<file path="config.mk">
export PLATFORM = sky130hd
export DESIGN_NAME = stream_demux
export DESIGN_NICKNAME = d
export VERILOG_FILES = /design/src/rtl/stream_demux.sv
export SDC_FILE = /design/constraint.sdc
export NUM_CORES = 1
export LEC_CHECK = 0
export CORE_UTILIZATION = 40
export CTS_CLUSTER_DIAMETER = 100
export DETAILED_ROUTE_END_ITERATION = 7
export PLACE_DENSITY = 0.74
export SLEW_MARGIN = 20
export SYNTH_ARGS = -nofsm -noshare
export SYNTH_HDL_FRONTEND = slang
export SYNTH_SLANG_ARGS = --single-unit
</file>
<file path="constraint.sdc">
create_clock -name clk -period 4.1 [get_ports clk]
set_input_delay 0.82 -clock clk [delete_from_list [all_inputs] [get_ports clk]]
set_output_delay 0.82 -clock clk [all_outputs]
set_load 0.05 [all_outputs]
</file>
<file path="src/rtl/stream_demux.sv">
// stream_demux: 1:NUM_OUT routing demultiplexer with a one-entry holding
// register per output channel.
//
// Ports:
//   clk, reset      rising-edge clock, asynchronous active-high reset
//   in_valid/ready  input handshake; in_ready is combinational from
//                   in_sel, the channel full flags and out_ready
//   in_data, in_sel input word and destination channel index
//   out_valid[k]    channel k holding register full
//   out_ready[k]    consumer k accepts this cycle
//   out_data        channel k word at bits [k*WIDTH +: WIDTH]
//   err_sel         one-cycle pulse after an out-of-range word is dropped
//   drop_count      saturating count of dropped out-of-range words

// One output lane: a single holding register with valid/ready drain.
module stream_demux_ch #(
  parameter int WIDTH = 16
) (
  input  logic             clk,
  input  logic             reset,
  input  logic             acc,
  input  logic             out_ready,
  input  logic [WIDTH-1:0] din,
  output logic             full,
  output logic [WIDTH-1:0] dout
);
  always_ff @(posedge clk or posedge reset) begin
    if (reset) begin
      full <= 1'b0;
      dout <= '0;
    end else if (acc) begin
      // Covers both refill-after-drain and fill-from-empty.
      full <= 1'b1;
      dout <= din;
    end else if (full && out_ready) begin
      full <= 1'b0;
    end
  end
endmodule

module stream_demux #(
  parameter int WIDTH   = 16,
  parameter int NUM_OUT = 4,
  parameter int SEL_W   = 2
) (
  input  logic                     clk,
  input  logic                     reset,
  input  logic                     in_valid,
  output logic                     in_ready,
  input  logic [WIDTH-1:0]         in_data,
  input  logic [SEL_W-1:0]         in_sel,
  output logic [NUM_OUT-1:0]       out_valid,
  input  logic [NUM_OUT-1:0]       out_ready,
  output logic [NUM_OUT*WIDTH-1:0] out_data,
  output logic                     err_sel,
  output logic [15:0]              drop_count
);
  typedef struct packed {
    logic             vld;
    logic [SEL_W-1:0] sel;
    logic [WIDTH-1:0] data;
  } req_t;

  localparam logic [SEL_W:0] NOUT = (SEL_W+1)'(NUM_OUT);

  req_t                            req;
  logic                            sel_ok;
  logic                            sel_rdy;
  logic                            xfer;
  logic                            drop;
  logic [NUM_OUT-1:0]              full;
  logic [NUM_OUT-1:0]              ch_rdy;
  logic [NUM_OUT-1:0]              acc;
  logic [NUM_OUT-1:0][WIDTH-1:0]   ch_data;

  assign req    = '{vld: in_valid, sel: in_sel, data: in_data};
  assign sel_ok = {1'b0, req.sel} < NOUT;
  assign ch_rdy = ~full | out_ready;

  // Explicit lane compare keeps the lookup in range when NUM_OUT is not
  // a power of two.
  always_comb begin
    sel_rdy = 1'b0;
    for (int k = 0; k < NUM_OUT; k++)
      if (req.sel == SEL_W'(k)) sel_rdy = ch_rdy[k];
  end

  // Out-of-range words are always taken so they never stall the source.
  assign in_ready = sel_ok ? sel_rdy : 1'b1;
  assign xfer     = req.vld & in_ready;
  assign drop     = xfer & ~sel_ok;

  for (genvar k = 0; k < NUM_OUT; k++) begin : g_acc
    assign acc[k] = xfer & (req.sel == SEL_W'(k));
  end

  stream_demux_ch #(.WIDTH(WIDTH)) u_ch [NUM_OUT-1:0] (
    .clk       (clk),
    .reset     (reset),
    .acc       (acc),
    .out_ready (out_ready),
    .din       (req.data),
    .full      (full),
    .dout      (ch_data)
  );

  assign out_valid = full;
  assign out_data  = ch_data;

  always_ff @(posedge clk or posedge reset) begin
    if (reset) begin
      err_sel    <= 1'b0;
      drop_count <= '0;
    end else begin
      err_sel <= drop;
      if (drop && drop_count != 16'hFFFF) drop_count <= drop_count + 16'd1;
    end
  end
endmodule

</file>
==> flow_summary.toml <==
[logic_synthesis]
syn_area_sq_um = 2850
synth.avg_cell_area_sq_um = 15.9
synth_top_flop_cell = "dfrtp_1"
synth_cell_types = 21
ys_top_cells_by_area = "dfrtp_1 60%, mux2_2 20%, mux2_4 6.8%"
yosysWarnings = 0
yosys.area.top_type = "dfrtp_1"
yosysMostFrequentCell = "dfrtp_1"
syn_inst = 179
seq_area_frac_synth_pct = 59.7
ys_ff_latch = 68
yosys-top-cells-count = "68 x dfrtp_1, 50 x mux2_2, 23 x buf_4"
async_flop_share_pct = 100
yosysTopAreaCellShare_pct = 59.7
synth-edff-count = 0

[cts]
cts_hold_buf = 0
clock_sinks = 68
htree_levels = 3
root_buffer = "clkbuf_8"
cts_setup_buffers = 0
clockBufferDepth = 2
cts_resized = 0
numCtsBuffers = 9
clk_pin_slew_ps = 70
clock_latency_ps = 330
cts_tree = "done"

[floorplanning]
coreArea_sq_um = 6830
row_count = 30
start_util_pct = 41.7
dieWidth_um = 86.4
die_area_sq_um = 7470
ios = 111
die_y_um = 86.4

[timing]
slew_violations = 0
maxSlewHeadroom_pct = 58.0
setup_viol = 0
post-route-min-period_ps = 3590
min_period_over_period_pct = 87.5
worst-slew-pin-transition_ps = 629
whs_ps = 492
hold_viol_final = 0
rsz0062_at_grt = "false"
fmax_mhz = 279
fin_tns_setup_ps = 0
clock_skew_ps = 6.46

[setup_path]
regToRegSetupSlack_ps = 2240
crit_path_start_kind = "input pin"
worst_path_max_delay_cell = "clkdlybuf4s50_1"
path_cells = "clkdlybuf4s50_1 -> mux4_1 -> clkdlybuf4s50_1"
arrival_ps = 2770
crit_path_frequent_cell = "clkdlybuf4s50_1"
crit_fanout = 7
max_stage_delay_ps = 710
path_class = "input pin to output pin"
worst-endpoint-required_ps = 3280
cp_top_family = "buffers and inverters"
end_kind = "output pin"
crit_buf_inv = 2

[finish]
area_growth_pct = 38.8
final_cells = 376
antenna_cells = 0
finalNetCount = 300
drive_above_1_share_pct = 31.8
post-route-util_pct = 57.9

[pwr]
irDropWorstVdd_uv = 347
p_leak_nw = 1.70
comb_power_share_pct = 42.8
internal_power_mw = 1.43
power_frac_seq_pct = 36.4
clockPowerShare_pct = 20.8
p_switching_mw = 0.982
switching_share_pct = 40.7
p_per_area_nw_per_um2 = 609

[placement]
port_buffers = 93
placedCellCount = 360
gp_congestion = 0.705
dp_hpwl_mm = 3.86

[job]
drv_cap = 0

[grt]
grt_use_total_pct = 16.3
grt_pass1_vias = 1749
grt_pass1_wl_mm = 9.01
overflow = 0
antenna_found_initial = 0
grt_start_max_net_pins = 48

[outcome]
outcome = "finished, final reports clean"

[min_path]
holdCritPathClass = "flop to flop"

[detailed_routing]
ant_nets = 0
routed_wl_mm = 5.60
viasPerCell = 4.53
vias = 1702
drtPass1Iterations = 4
wl_per_cell_um = 14.9
post-route-drc-count = 0
drt_iter0_markers = 41
[per-layer routing]
metal  vias to the layer above  part of all wire (%)  global-route usage [%]
met4                         0                   1.7                    7.27
met1                       854                    43                    20.1
met3                        10                   5.7                    4.67
li1                        779                     -                       -
met5                         -                     0                       0
met2                        59                    50                    26.8
[cell type report]
type                            count  area, sq um
Fill cell                         582         2870
Sequential cell                    68         1700
Multi-Input combinational cell     98          983
Timing Repair Buffer               97          961
Clock buffer                       11          151
Tap cell                           96          120
Clock inverter                      5         36.3
Inverter                            1         3.75
[stage by stage]
step / setup slack, ps / instance area, sq um / power, mW
2_1_floorplan: 1490 / 2910 / 1.60
3_3_place_gp: 525 / 3770 / 1.92
3_5_place_dp: 499 / 3770 / 1.93
4_1_cts: 503 / 3960 / 2.44
5_1_grt: 462 / 3960 / 2.51
6_report: 512 / 3960 / 2.41
[path summary, 6_finish.rpt]
path                                  from              end  cells after the start
max in group asynchronous            reset  u_ch[0].dout[7]                      3
hold reg to reg            u_ch[0].dout[0]  u_ch[0].dout[0]                      1
setup / recovery                 in_sel[1]         in_ready                      3
setup reg to reg              u_ch[1].full  u_ch[1].dout[1]                      4
min in group asynchronous            reset  u_ch[3].dout[7]                      2
hold / removal             u_ch[0].dout[0]  u_ch[0].dout[0]                      1
[worst register-to-register path, cell delays in order (launching register included)]
cell and delay, ps:
dfrtp_1 380, nand2b_1 120, nor3b_4 570, buf_4 320, mux2_2 350
[flip-flops by register name, summed over array words and instances, names as in the netlist]
register   flops
u_ch.full      4
u_ch.dout     64
[cells by family (layout without fill, tap and decap cells)]
kind of cell	Yosys count	after routing	share of synthesized area, %
multiplexers	65	65	27.9
AO/OA/AOI/OAI	1	1	0.175
AND/OR/NAND/NOR	15	15	4.08
buffers and inverters	29	114	8.03
other	1	17	0.132
flip-flops	68	68	59.7
[cell usage in the layout (no fill, tap or decap), types with 3 or more instances in the layout]
cell	instances
clkbuf_8	11
dfrtp_1	68
clkdlybuf4s50_1	93
buf_4	4
nand2b_1	4
nand2_1	4
conb_1	17
clkinvlp_4	3
mux2_2	50
mux2_4	13
[power groups by stage]
stage                     Clock [mW]  Combinational (mW)  Sequential (mW)
after floorplan                    0               0.235             1.36
after global placement             0                1.03            0.886
after detailed placement           0                1.04            0.891
after CTS                      0.521                1.04            0.880
after global routing           0.550                1.07            0.895
final                          0.502                1.03            0.878
No activity file was read; power rests on OpenSTA's default activity.
